### src/rtl/output_port_scheduler_if.sv
// Handshake bundle between the five input ports and one output-port scheduler.
// master drives requests, flits and credits; slave is the scheduler.
interface output_port_scheduler_if #(
    parameter int NPORTS  = 5,
    parameter int LEN_W   = 8,
    parameter int CREDITS = 4
) ();
    localparam int CNT_W = $clog2(CREDITS + 1);

    logic [NPORTS-1:0]       req;
    logic [NPORTS*LEN_W-1:0] req_len;
    logic [NPORTS-1:0]       in_valid;
    logic [NPORTS-1:0]       in_ready;
    logic                    credit_in;
    logic [NPORTS-1:0]       grant;
    logic [2:0]              out_sel;
    logic                    out_valid;
    logic                    busy;
    logic [CNT_W-1:0]        credit_cnt;
    logic                    credit_err;

    modport master (
        output req, req_len, in_valid, credit_in,
        input  in_ready, grant, out_sel, out_valid, busy, credit_cnt, credit_err
    );

    modport slave (
        input  req, req_len, in_valid, credit_in,
        output in_ready, grant, out_sel, out_valid, busy, credit_cnt, credit_err
    );
endinterface

### src/rtl/output_port_scheduler.sv
// Round-robin, packet-locked output-port scheduler with downstream credit flow control.
// One lane instance per input port handles length normalisation and flit accept.
module output_port_scheduler_lane #(
    parameter int LEN_W = 8
) (
    input  logic [LEN_W-1:0] len,
    input  logic             own,
    input  logic             xfer,
    output logic [LEN_W-1:0] len_eff,
    output logic             ready
);
    // A zero-length request still moves one flit.
    assign len_eff = (len == '0) ? LEN_W'(1) : len;
    assign ready   = own & xfer;
endmodule

module output_port_scheduler #(
    parameter int NPORTS  = 5,
    parameter int CREDITS = 4,
    parameter int LEN_W   = 8
) (
    input logic clock,
    input logic reset,
    output_port_scheduler_if.slave bus
);
    localparam int CNT_W = $clog2(CREDITS + 1);

    typedef enum logic [1:0] {IDLE, XFER, RELEASE} state_t;

    state_t                        state, state_nxt;
    logic [NPORTS-1:0]             grant;
    logic [2:0]                    out_sel;
    logic [2:0]                    ptr;
    logic [LEN_W-1:0]              rem;
    logic [CNT_W-1:0]              credit_cnt;
    logic                          credit_err;

    logic [NPORTS-1:0][LEN_W-1:0]  len_eff;
    logic [NPORTS-1:0]             in_ready;
    logic [2:0]                    pick;
    logic                          found;
    int                            idx;
    logic                          xfer;
    logic                          last;

    assign xfer = (state == XFER) && bus.in_valid[out_sel] && (credit_cnt != '0);
    assign last = xfer && (rem == LEN_W'(1));

    genvar p;
    generate
        for (p = 0; p < NPORTS; p++) begin : g_lane
            output_port_scheduler_lane #(.LEN_W(LEN_W)) u_lane (
                .len     (bus.req_len[p*LEN_W +: LEN_W]),
                .own     (grant[p]),
                .xfer    (xfer),
                .len_eff (len_eff[p]),
                .ready   (in_ready[p])
            );
        end
    endgenerate

    // Scan starts one past the last owner so every port gets a turn.
    always_comb begin
        pick  = '0;
        found = 1'b0;
        idx   = 0;
        for (int i = 1; i <= NPORTS; i++) begin
            idx = (int'(ptr) + i) % NPORTS;
            if (!found && bus.req[idx]) begin
                found = 1'b1;
                pick  = 3'(idx);
            end
        end
    end

    always_ff @(posedge clock or posedge reset) begin
        if (reset) state <= IDLE;
        else       state <= state_nxt;
    end

    always_comb begin
        state_nxt = state;
        case (state)
            IDLE:    if (found) state_nxt = XFER;
            XFER:    if (last)  state_nxt = RELEASE;
            RELEASE: state_nxt = IDLE;
            default: state_nxt = IDLE;
        endcase
    end

    always_ff @(posedge clock or posedge reset) begin
        if (reset) begin
            grant   <= '0;
            out_sel <= '0;
            ptr     <= 3'(NPORTS - 1);
            rem     <= '0;
        end else begin
            case (state)
                IDLE: if (found) begin
                    grant   <= NPORTS'(1) << pick;
                    out_sel <= pick;
                    rem     <= len_eff[pick];
                end
                XFER: if (xfer) begin
                    rem <= rem - LEN_W'(1);
                    if (last) grant <= '0;
                end
                RELEASE: ptr <= out_sel;
                default: grant <= '0;
            endcase
        end
    end

    // Simultaneous consume and return leave the count unchanged.
    always_ff @(posedge clock or posedge reset) begin
        if (reset) begin
            credit_cnt <= CNT_W'(CREDITS);
            credit_err <= 1'b0;
        end else if (bus.credit_in && !xfer) begin
            if (credit_cnt == CNT_W'(CREDITS)) credit_err <= 1'b1;
            else                               credit_cnt <= credit_cnt + CNT_W'(1);
        end else if (xfer && !bus.credit_in) begin
            credit_cnt <= credit_cnt - CNT_W'(1);
        end
    end

    assign bus.in_ready   = in_ready;
    assign bus.grant      = grant;
    assign bus.out_sel    = out_sel;
    assign bus.out_valid  = xfer;
    assign bus.busy       = (state != IDLE);
    assign bus.credit_cnt = credit_cnt;
    assign bus.credit_err = credit_err;
endmodule

### src/flat_wrapper.sv
// flat-port wrapper written by rule: the top's interface ports become plain ports
module output_port_scheduler_flat 
#(
    parameter int NPORTS  = 5,
    parameter int CREDITS = 4,
    parameter int LEN_W   = 8
)
  (clock, reset, bus_req, bus_req_len, bus_in_valid, bus_credit_in, bus_in_ready, bus_grant, bus_out_sel, bus_out_valid, bus_busy, bus_credit_cnt, bus_credit_err);
  output_port_scheduler_if #(.NPORTS(NPORTS), .LEN_W(LEN_W), .CREDITS(CREDITS)) bus_i ();
  input logic clock;
  input logic reset;
  input wire logic [$bits(bus_i.req)-1:0] bus_req;
  input wire logic [$bits(bus_i.req_len)-1:0] bus_req_len;
  input wire logic [$bits(bus_i.in_valid)-1:0] bus_in_valid;
  input wire logic [$bits(bus_i.credit_in)-1:0] bus_credit_in;
  output wire logic [$bits(bus_i.in_ready)-1:0] bus_in_ready;
  output wire logic [$bits(bus_i.grant)-1:0] bus_grant;
  output wire logic [$bits(bus_i.out_sel)-1:0] bus_out_sel;
  output wire logic [$bits(bus_i.out_valid)-1:0] bus_out_valid;
  output wire logic [$bits(bus_i.busy)-1:0] bus_busy;
  output wire logic [$bits(bus_i.credit_cnt)-1:0] bus_credit_cnt;
  output wire logic [$bits(bus_i.credit_err)-1:0] bus_credit_err;
  assign bus_i.req = bus_req;
  assign bus_i.req_len = bus_req_len;
  assign bus_i.in_valid = bus_in_valid;
  assign bus_i.credit_in = bus_credit_in;
  assign bus_in_ready = bus_i.in_ready;
  assign bus_grant = bus_i.grant;
  assign bus_out_sel = bus_i.out_sel;
  assign bus_out_valid = bus_i.out_valid;
  assign bus_busy = bus_i.busy;
  assign bus_credit_cnt = bus_i.credit_cnt;
  assign bus_credit_err = bus_i.credit_err;
  output_port_scheduler #(.NPORTS(NPORTS), .CREDITS(CREDITS), .LEN_W(LEN_W)) u_core (.clock(clock), .reset(reset), .bus(bus_i));
endmodule
### config.mk
export PLATFORM = sky130hd
export DESIGN_NAME = output_port_scheduler_flat
export DESIGN_NICKNAME = d
export VERILOG_FILES = /design/src/rtl/output_port_scheduler_if.sv /design/src/rtl/output_port_scheduler.sv /design/src/flat_wrapper.sv
export SDC_FILE = /design/constraint.sdc
export NUM_CORES = 1
export LEC_CHECK = 0
export BUFFER_PORTS_ARGS = -buffer_cell sky130_fd_sc_hd__buf_2
export CORE_AREA = 2 2 152 109
export DETAILED_ROUTE_END_ITERATION = 12
export DIE_AREA = 0 0 154 111
export PLACE_DENSITY = 0.48
export SETUP_SLACK_MARGIN = 0.4
export SLEW_MARGIN = 0
export SYNTH_ARGS = -nofsm -noshare
export SYNTH_HDL_FRONTEND = slang
export SYNTH_HIERARCHICAL = 1
export SYNTH_SLANG_ARGS = --single-unit
### constraint.sdc
create_clock -name clock -period 5.1 [get_ports clock]
set_input_delay 0.51 -clock clock [delete_from_list [all_inputs] [get_ports clock]]
set_output_delay 0.51 -clock clock [all_outputs]
set_load 0.01 [all_outputs]
==> results.md, run 1 <==
- Remaining routing DRC violations: 0
- CTS H-Tree Depth: 1
- FFs w/ async S/R, synth: 1.00
- Clk Latency, worst-skew pair: 0.26 ns
- Synth Cell Area: 0.00385 mm2
- Worst hold slack: 0.469 ns
- Reg2Reg Launch Point: u_core/ptr[2]
- Vias in the first global route: 3886
- Count of final setup violators: 0
- Crit Path Max Fanout: 17
- Hold buffer count at CTS: 0
- Syn_area_per_cell: 7.87 um2
- Mapped Nets: 566
- Area grow syn2layout: 29.8%
- Compound-Gate Fraction of Synth Area: 0.281
- 1st-iter DRT viols: 321
- Netlist cell types: 90
- Worst Setup End Kind: flip-flop
- Slew Limit Fails: 0
- Final worst path period share: 0.896
- Chip height: 111 um
- Static Leak: 2.08 nW
- Core Footprint: 0.0159 mm2
- IR drop worst, VDD: 0.134 mV
- Non-filler instance count after layout: 752
- Max frequency: 0.219 GHz
- Largest net degree at the start of global routing: 36
- Avg WL per Cell: 17.3 um
- Buffers on Ports: 71
- Clock Sink Count: 25
- Final setup TNS: 0 ns
- FP Rows: 39
- Synth Register Bits: 25
- HP Class: primary input to async pin
- Post-Synth Simple-Gate Area: 0.220
- Reg2reg path depth: 20
- Initial Util: 0.243
- Clk buf depth: 2
- Inserted Diodes: 0
- Adder-cell share of the synthesized area: 0.0829
- FF-to-FF End: u_core/rem[3]
- Total Routing Usage GR: 0.148
- Worst-path clk slew: 0.07 ns
- RSZ-0062 raised after global routing: yes
- Status: completed
- Layout cells sized above 1: 0.378
- Mapped Cells: 489
- Final Hold Fails: 0
- Post-Route WL: 13000 um
- Pwr Density: 281 mW/mm2
- Nets: 625
- Placed Instances: 726
- Yosys warnings: 6
- Filler cells: 1680
- Die footprint: 0.0171 mm2
- Critical Path RT: 5.25 ns
- Max-slew headroom: 0.343
- WS Path Type: flip-flop to flip-flop
- CP arrival: 4.72 ns
- Worst-Margin Slew: 0.985 ns
- I/O pin count: 72
- Vias per cell: 5.17
- Die width: 154 um
- Xor-xnor portion of the synthesized cell area: 0.0296
- First-pass detailed-route iteration total: 5
- FF-to-FF setup slack: 0.53 ns
- Multiplexer share of the synthesized area: 0.127
- Most used DFF post-synth: dfrtp_1
- Setup Skew: 0.00634 ns
- Final min period: 4.57 ns
- Remaining global-route overflow: 0
- Post-route ant nets: 0
- Post-DP HPWL: 9750 um
- Clock root buffer: clkbuf_16
- First-pass GRT wire length: 20800 um
- Max-Cap Viols: 0
- Total CTS buffers: 3
- Vias: 3886
- CTS tree: done
- Register area share after synthesis: 0.163
- Post-synth EDFFs: 0
- Largest family of logic cells by synthesized area: compound AO/OA/AOI/OAI gates
- RePlAce Congestion: 0.819
- Initial antenna violation count: 0
- Critical Path Source Type: flip-flop
[cells in the final DEF, fill, tap and decap left out, drive strengths merged, types with 6 or more instances in the layout]
cell and count:
inv 29, nor3 13, o211ai 6, a21oi 28, a21o 14, mux2 11, buf 112, nor2 28
dfrtp 23, o21ai 32, and2 10, a211oi 8, nand2 33, nand3 22, mux2i 27, xnor2 8
o22ai 7, ha 23, nand2b 11, nor4 6
[worst max-delay path by stage]
stage,start,endpoint,slack (ns),depth (start not counted)
after floorplan,u_core/ptr[0],u_core/rem[7],0.45,21
after global placement,u_core/ptr[2],u_core/rem[1],0.34,18
after detailed placement,u_core/ptr[0],u_core/rem[7],0.13,21
after CTS,u_core/ptr[0],u_core/rem[1],0.40,23
after global routing,u_core/ptr[2],u_core/rem[1],0.30,22
final,u_core/ptr[2],u_core/rem[3],0.53,20
[per-layer routing]
metal	wire length [um]	up-vias	GRT usage	part of all wire
met5	0	-	0	0
met4	97	0	0.0231	0.0075
met3	522	10	0.0152	0.040
met2	5750	112	0.227	0.44
met1	6600	1874	0.228	0.51
li1	-	1890	-	-
[stage by stage]
step                worst slack [ns]  power [mW]  utilization  area (um2)
floorplan                      0.445       0.881            -        3850
global placement               0.338        1.10        0.275        4360
detailed placement             0.135        1.12        0.275        4360
CTS                            0.403        1.37        0.297        4720
global route                   0.297        1.52        0.315        4990
finish                         0.530        1.40        0.315        4990
[cell families (layout without fill, tap and decap cells)]
kind of cell / count (synthesis) / in the layout
mux: 41 / 41
xor+xnor: 10 / 10
simple gates: 152 / 152
compound gates: 148 / 148
buf+inv: 88 / 146
flops: 25 / 25
fa+ha+maj: 25 / 25
[cells in the mapped netlist, types with 4 or more instances]
cell type | number | area [um2]
a21oi_1 | 27 | 135
ha_1 | 23 | 288
o211ai_1 | 6 | 45.0
nand3_1 | 22 | 110
a22oi_1 | 4 | 30.0
o21a_1 | 4 | 30.0
xnor2_1 | 7 | 61.3
and2_1 | 8 | 50.1
mux2_2 | 8 | 90.1
a211oi_1 | 7 | 52.6
o22ai_1 | 6 | 37.5
a21o_1 | 14 | 105
nand2_1 | 32 | 120
dfrtp_1 | 23 | 576
nor4_2 | 5 | 62.6
nor2_1 | 28 | 105
nor2b_1 | 4 | 25.0
nand2b_1 | 11 | 68.8
clkbuf_1 | 41 | 154
nor3_1 | 12 | 60.1
buf_2 | 10 | 50.1
inv_1 | 26 | 97.6
o21ai_0 | 25 | 125
o22a_1 | 4 | 35.0
o21ai_1 | 7 | 35.0
mux2i_1 | 24 | 240
a31oi_1 | 4 | 25.0
[state kept, by name (all words and copies together), names as in the netlist]
signal / flops
u_core/bus.out_sel: 3
u_core/state: 2
u_core/bus.credit_err: 1
u_core/bus.grant: 5
u_core/rem: 8
u_core/ptr: 3
u_core/bus.credit_cnt: 3
[timing repair]
item | in CTS | in global routing
endpoints found under the setup margin | 8 | 14
gates resized for setup | 30 | 44
gates cloned | 1 | 0
setup buffers | 16 | 5
pin swaps | 12 | 16
[worst max-delay path: stages, from the launching register on]
cell and delay [ns]:
dfstp_2 0.60, buf_8 0.22, inv_2 0.08, ha_4 0.18
a21oi_2 0.17, inv_1 0.11, ha_1 0.29, nand2b_1 0.17
a211oi_1 0.28, mux2i_1 0.12, o2111a_2 0.31, a32o_2 0.30
o32ai_4 0.24, a211oi_2 0.12, o22a_1 0.21, o22ai_4 0.17
buf_12 0.16, buf_8 0.13, mux2i_1 0.28, nor2_1 0.11
o21a_1 0.20
[report_power, final]
| part | switching [mW] | internal [mW] | total [mW] |
|---|---|---|---|
| Sequential | 0.0949 | 0.280 | 0.375 |
| Combinational | 0.459 | 0.394 | 0.853 |
| Clock | 0.0689 | 0.107 | 0.176 |
| Total | 0.623 | 0.781 | 1.40 |
[cell type report]
| cell class | instances | area [um2] | share of cell area |
|---|---|---|---|
| well taps | 205 | 256 | 0.0514 |
| inverters | 30 | 114 | 0.0228 |
| repair buffers | 112 | 737 | 0.148 |
| multi-input cells | 376 | 3180 | 0.637 |
| clock buffers | 4 | 78.8 | 0.0158 |
| flip-flops and latches | 25 | 629 | 0.126 |
Note: power is estimated with default switching activity, not from simulation.
==> inputs of run 2 (changes only) <==
- PLACE_DENSITY: 0.48 -> 0.49
- clock period: 5.1 -> 3.9 ns (I/O delays scaled with it)
==> run 2 against run 1 <==
  * The run now ends with setup timing left
  * Sequential share of layout area shrank 1.2 points
  * Global-route usage shrank 0.15 points
  * Design area grew 10%
  * Sequential cell count is the same
  * Cell count grew 9.2%
  * Critical path depth grew 4
  * Routed wire length shrank 1.3%
  * Non-clock buffer count grew 69
==> results.md, run 2 (synthesized netlist as in run 1, its figures left out) <==
- HP Class: primary input to async pin
- Max-slew headroom: 0.333 (-0.0100)
- Slew Limit Fails: 0 (unchanged)
- Core Footprint: 0.0159 mm2 (unchanged)
- Critical Path Source Type: flip-flop
- Total power: 1.94 mW (+39%)
- RePlAce Congestion: 0.892 (+9.0%)
- 1st-iter DRT viols: 293 (-8.7%)
- Clock root buffer: clkbuf_16
- RSZ-0062 raised after global routing: yes
- Violated checks: setup timing
- Remaining global-route overflow: 0 (unchanged)
- Inserted Diodes: 0 (unchanged)
- Switching power: 0.828 mW (+33%)
- Chip height: 111 um (unchanged)
- Met2 wire len: 5440 um (-5.4%)
- Total CTS buffers: 3 (unchanged)
- Static Leak: 2.44 nW (+17%)
- I/O pin count: 72 (unchanged)
- Worst Setup End Kind: flip-flop
- Top Registers: u_core/rem x8, u_core/bus.grant x5
- Initial antenna violation count: 0 (unchanged)
- Count of final setup violators: 16 (+16)
- Setup ws final: -0.712 ns (-1.24 ns)
- Vias per cell: 5.06 (-2.0%)
- Placed inst area: 0.00505 mm2 (+16%)
- Crit Path Max Fanout: 7 (-10)
- Initial Util: 0.243 (unchanged)
- Cell internal pwr: 1.12 mW (+43%)
- Final worst path period share: 1.18 (+0.287)
- Final setup TNS: -8.48 ns (-8.48 ns)
- IR drop worst, VDD: 0.235 mV (+75%)
- Avg WL per Cell: 15.6 um (-9.6%)
- Remaining routing DRC violations: 0 (unchanged)
- Final Hold Fails: 0 (unchanged)
- Metal3 WL: 765 um (+47%)
- Critical Path RT: 4.05 ns (-1.20 ns)
- Sequential power share: 0.248 (-0.019)
- Nets: 694 (+11%)
- Status: finished, violations left
- Most frequent cells in the layout: buf_4, buf_2, nand2_1
- Comb power frac: 0.631 (+0.023)
- Sw Share: 0.426 (-0.0180)
- Buffers on Ports: 71 (unchanged)
- CTS tree: done
- Post-route ant nets: 0 (unchanged)
- Max reg flops: 8 (unchanged)
- Top reg by flops: u_core/rem
- Critical-path top delay cell: dfrtp_2
- Die footprint: 0.0171 mm2 (unchanged)
- WS Path Type: flip-flop to flip-flop
- Layout cells sized above 1: 0.451 (+0.0729)
- Clk Latency, worst-skew pair: 0.26 ns (about the same)
- Final min period: 4.61 ns (+0.0421 ns)
- Critical Path Most Common Cell: ha_4
- Crit path largest cell delay: 0.44 ns (-0.16 ns)
- First-pass detailed-route iteration total: 6 (+1)
- Filler cells: 1616 (-3.8%)
- Die width: 154 um (unchanged)
- Post-DP HPWL: 10400 um (+6.6%)
- Clock Power Share: 0.121 (-0.004)
- Vias: 4158 (+7.0%)
- Largest net degree at the start of global routing: 26 (-28%)
- Total Routing Usage GR: 0.147 (-0.00154)
- Max-Cap Viols: 0 (unchanged)
- Clk buf depth: 2 (unchanged)
- Pwr Density: 353 mW/mm2 (+25%)
- Commonest non-fill, non-tap cell in the layout: buf_4
- M1 WL: 6570 um (-0.53%)
- Highest routed layer: met4
- First-pass GRT wire length: 20700 um (-0.46%)
- Worst-Margin Slew: 1.00 ns (+0.0150 ns)
- Setup Skew: 0.00385 ns (-0.00249 ns)
- Area grow syn2layout: 43.3%
- Critical Path, Cell by Cell: ha_4 -> xnor2_4 -> inv_2 -> ha_4 -> nor3b_2 -> o31ai_2 -> xnor2_1 -> buf_4 -> ha_4 -> nor2b_4 -> a211oi_4 -> mux2i_1 -> o2111a_2 -> buf_6 -> nor3b_4 -> o32ai_4 -> a211oi_2 -> o22a_1 -> o22ai_4 -> buf_12 -> buf_16 -> mux2i_2 -> o21ai_1 -> o221a_1
- Vias in the first global route: 3975 (+2.3%)
- FP Rows: 39 (unchanged)
- Max frequency: 0.217 GHz (-0.91%)
- CP arrival: 4.76 ns (+0.04 ns)
- Worst-path clk slew: 0.07 ns (about the same)
- CTS H-Tree Depth: 1 (unchanged)
- Fin area: 0.00552 mm2 (+10%)
- Clock Sink Count: 25 (unchanged)
- Final core occ: 0.348 (+0.0328)
- Reg2reg path depth: 24 (+20%)
- Post-Route WL: 12800 um (-1.3%)
[run 2: cell count changes in the layout (fill, tap and decap cells not counted), moves of 3 or more]
cell	previous run	this run
ha_1	12	15
buf_6	7	10
buf_4	30	95
mux2_4	2	5
[run 2: area by class of cell]
cell class	count	area (um2)	area share
Clock buffer	3	75.1	0.0136
Sequential cell	25	631	0.114
Clock inverter	1	7.51	0.00136
Timing Repair Buffer	181	1280	0.232
Tap cell	205	256	0.0465
Inverter	30	118	0.0213
Multi-Input combinational cell	376	3150	0.571
[run 2: layer usage]
layer,vias up,GRT usage
li1,2036,-
met1,1986,0.226
met2,134,0.223
met3,2,0.0223
met4,0,0.0137
met5,-,0
[run 2: through the flow]
step	hold slack [ns]	setup slack [ns]	std cells
floorplan	0.416	-0.611	489
global placement	0.450	-0.659	808
detailed placement	0.454	-0.799	808
CTS	0.398	-0.686	816
global route	0.433	-0.949	821
finish	0.354	-0.712	821
[run 2: path summary, 6_finish.rpt]
| check | slack (ns) | from | end |
|---|---|---|---|
| min in group clock | 0.46 | u_core/bus.credit_err | u_core/bus.credit_err |
| worst min register to register | 0.46 | u_core/bus.credit_err | u_core/bus.credit_err |
| max in group asynchronous | 2.87 | reset | u_core/ptr[0] |
| worst max-delay path | -0.71 | u_core/ptr[0] | u_core/rem[1] |
| worst min-delay path | 0.35 | reset | u_core/bus.credit_err |
| worst max register to register | -0.71 | u_core/ptr[0] | u_core/rem[1] |
[run 2: critical path: cells and delay by family, from the launching register on]
kind	cells	cell delay, ns
DFF	1	0.44
muxes	2	0.44
and+or+nand+nor	3	0.37
xor gates and xnor gates	2	0.32
adders and majority gates	3	0.53
buffers and inverters	5	0.62
AOI/OAI and AO/OA	9	1.76
[run 2: power by group through the flow]
stage	sequential [mW]	clock [mW]	combinational, mW
floorplan	0.485	0	0.684
finish	0.482	0.236	1.23
CTS	0.483	0.245	1.18
global placement	0.484	0	1.08
detailed placement	0.487	0	1.09
global route	0.502	0.257	1.34
[run 2: what timing repair did]
| item | 4_1_cts | 5_1_grt |
|---|---|---|
| cloned | 1 | 0 |
| endpoints found under the setup margin | 17 | 17 |
| hold buffers | 0 | 0 |
| setup buffers | 3 | 5 |
| hold endpoints to repair | 0 | 0 |
| gates resized for setup | 41 | 17 |
| pin swaps | 17 | 12 |
==> inputs of run 3 (changes only) <==
- ABC_AREA: default -> 1
- CORE_AREA: 2 2 152 109 -> 2 2 147 106
- DIE_AREA: 0 0 154 111 -> 0 0 149 108
==> run 3 against run 2 <==
  * The run now ends clean
  * Design area down 5.9%
  * Register-to-register slack improved by 0.97 ns
  * Non-clock buffer count decreased by 47
  * Setup slack improved by 0.97 ns
  * Die area down 5.9%
==> results.md, run 3 <==
- Status: completed
- FF-to-FF setup slack: 0.26 ns (+0.97 ns)
- FFs w/ async S/R, synth: 1.00 (unchanged)
- Sequential power share: 0.379 (+0.131)
- Worst Setup End Kind: flip-flop
- Clk Latency, worst-skew pair: 0.26 ns (about the same)
- Clk buf depth: 2 (unchanged)
- Most frequent cell after synthesis: nand2_1
- Post-route ant nets: 0 (unchanged)
- First-pass detailed-route iteration total: 5 (-1)
- Comb power frac: 0.338 (-0.293)
- Layout cells sized above 1: 0.409 (-0.0422)
- Top Registers: u_core/rem x8, u_core/bus.grant x5
- Remaining routing DRC violations: 0 (unchanged)
- Clock Power Share: 0.283 (+0.162)
- Total Routing Usage GR: 0.139 (-0.00757)
- Netlist cell types: 47 (-48%)
- IR drop worst, VDD: 0.169 mV (-28%)
- Static Leak: 2.60 nW (+6.7%)
- Critical Path Most Common Cell: nand2_1
- First-pass GRT wire length: 18400 um (-11%)
- Non-filler instance count after layout: 899 (+9.5%)
- Vias: 4073 (-2.0%)
- CTS tree: done
- I/O pin count: 72 (unchanged)
- Post-Route WL: 12100 um (-5.7%)
- Top reg by flops: u_core/rem
- Buffers on Ports: 71 (unchanged)
- Total CTS buffers: 3 (unchanged)
- Max frequency: 0.275 GHz (+27%)
- Setup Skew: 0.00330 ns (-0.000547 ns)
- Sw Share: 0.336 (-0.0897)
- Worst setup path startpoint: u_core/ptr[0]
- RSZ-0062 raised after global routing: yes
- Cell internal pwr: 0.540 mW (-52%)
- Max reg flops: 8 (unchanged)
- Synth Cell Area: 0.00358 mm2 (-6.8%)
- Final worst path period share: 0.934 (-0.249)
- Reg2Reg Launch Point: u_core/ptr[0]
- Top post-synthesis cells by area: nand2_1, dfrtp_1, ha_1
- 1st-iter DRT viols: 225 (-23%)
- Critical Path RT: 4.05 ns (about the same)
- Crit Path Max Fanout: 5 (-2)
- Vias per cell: 4.53 (-11%)
- Max-Cap Viols: 0 (unchanged)
- RePlAce Congestion: 0.862 (-3.4%)
- Post-DP HPWL: 8770 um (-16%)
- Core Footprint: 0.0145 mm2 (-8.3%)
- Post-synth EDFFs: 0 (unchanged)
- Final min period: 3.64 ns (-0.970 ns)
- Cell taking the most area after synthesis: nand2_1
- Critical-path top delay cell: dfrtp_2
- Worst-Margin Slew: 0.980 ns (-0.0199 ns)
- Worst hold slack: 0.348 ns (-0.00569 ns)
- Placed Instances: 836 (+3.5%)
- Register area share after synthesis: 0.175 (+0.0120)
- Pwr Density: 157 mW/mm2 (-56%)
- Yosys warnings: 6 (unchanged)
- Area grow syn2layout: 44.7%
- Clock Sink Count: 25 (unchanged)
- Vias in the first global route: 3552 (-11%)
- Largest net degree at the start of global routing: 26 (unchanged)
- WS Path Type: flip-flop to flip-flop
- Count of final setup violators: 0 (-16)
- Post-synth top cells: nand2_1, inv_1, nand3_1
- Avg WL per Cell: 13.4 um (-14%)
- Inserted Diodes: 0 (unchanged)
- Final Hold Fails: 0 (unchanged)
- FP Rows: 37 (-5.1%)
- Nets: 782 (+13%)
- Critical Path Source Type: flip-flop
- Reg2reg path depth: 25 (+4.2%)
- Die footprint: 0.0161 mm2 (-5.9%)
- Die width: 149 um (-3.2%)
- Most used DFF post-synth: dfrtp_1
- Commonest non-fill, non-tap cell in the layout: nand2_1
- Critical Path Sink: u_core/rem[1]
- Slew Limit Fails: 0 (unchanged)
- Mapped Cells: 603 (+23%)
- Max-slew headroom: 0.346 (+0.0133)
- Worst-path clk slew: 0.07 ns (about the same)
- Remaining global-route overflow: 0 (unchanged)
- Clock root buffer: clkbuf_16
- FF-to-FF End: u_core/rem[1]
- Most frequent cells in the layout: nand2_1, buf_2, inv_1
- Chip height: 108 um (-2.7%)
- CTS H-Tree Depth: 1 (unchanged)
- Final setup TNS: 0 ns (+8.48 ns)
- HP Class: primary input to async pin
- Synth Register Bits: 25 (unchanged)
- Crit path largest cell delay: 0.44 ns (about the same)
- Initial antenna violation count: 0 (unchanged)
- Syn_area_per_cell: 5.94 um2 (-24%)
- Switching power: 0.274 mW (-67%)
- Initial Util: 0.247 (+0.00400)
- Share of the synthesized area in the top cell type: 0.208 (+0.0588)
- Mapped Nets: 680 (+20%)
- CP arrival: 3.79 ns (-0.97 ns)
[run 3: cell types whose count changed after synthesis, sizes merged, moves of 13 or more]
cell   before  now
mux2i      27    0
inv        29   83
nand2      33  227
a21o       14    0
nand3      22   61
nor2       28   41
[run 3: cells by family (layout without fill, tap and decap cells)]
kind of cell / Yosys count / after routing / share of synthesized area
fa+ha+maj: 24 / 24 / 0.0859
xor+xnor: 7 / 7 / 0.0171
mux: 1 / 1 / 0.00314
compound gates: 75 / 76 / 0.127
simple gates: 344 / 347 / 0.445
flops: 25 / 25 / 0.175
buf+inv: 127 / 224 / 0.146
[run 3: metrics by stage]
| stage | worst slack [ns] | area, um2 | total power, mW | util |
|---|---|---|---|---|
| finish | 0.258 | 5190 | 0.814 | 0.357 |
| global placement | -0.0640 | 4080 | 0.538 | 0.281 |
| detailed placement | -0.136 | 4080 | 0.538 | 0.281 |
| floorplan | 0.403 | 3610 | 0.468 | - |
| CTS | 0.400 | 4560 | 0.792 | 0.314 |
| global route | 0.0490 | 5190 | 0.864 | 0.357 |
[run 3: what timing repair did]
item	4_1_cts	5_1_grt
hold buffers	0	0
buffers inserted	26	27
gates cloned	2	4
pin swaps	27	51
gates resized for setup	42	93
setup endpoints to repair	15	17
[run 3: how the worst min path moves through the flow]
stage	cells past startpoint	from	end
finish	2	reset	u_core/bus.credit_err
global route	2	reset	u_core/bus.credit_err
CTS	2	reset	u_core/bus.credit_cnt[0]
detailed placement	1	u_core/bus.credit_err	u_core/bus.credit_err
global placement	1	u_core/bus.credit_err	u_core/bus.credit_err
floorplan	1	reset	u_core/bus.credit_cnt[0]
[run 3: critical path: cells and delay by family (launching register included)]
family,cells,cell delay (ns)
AND/OR/NAND/NOR,13,1.15
AO/OA/AOI/OAI,4,0.72
adder cells (fa/ha/maj),3,0.66
buffers and inverters,5,0.54
flip-flops,1,0.44
[run 3: layout make-up]
class	instances	area [um2]
Tap cell	195	244
Clock inverter	1	5.00
Fill cell	1577	9350
Inverter	84	363
Timing Repair inverter	2	16.3
Clock buffer	3	75.1
Multi-Input combinational cell	455	2960
Sequential cell	25	631
Timing Repair Buffer	134	898
[run 3: power groups by stage]
| stage | Combinational, mW | Sequential, mW | Clock (mW) |
|---|---|---|---|
| finish | 0.275 | 0.309 | 0.230 |
| global route | 0.306 | 0.314 | 0.245 |
| global placement | 0.224 | 0.314 | 0 |
| detailed placement | 0.223 | 0.315 | 0 |
| CTS | 0.248 | 0.310 | 0.234 |
| floorplan | 0.149 | 0.319 | 0 |
[run 3: routing by layer]
metal	part of all wire	vias up	GRT usage
met1	0.53	1880	0.232
met3	0.048	4	0.0203
li1	-	2096	-
met4	0.0040	0	0.0122
met5	0	-	0
met2	0.41	93	0.190
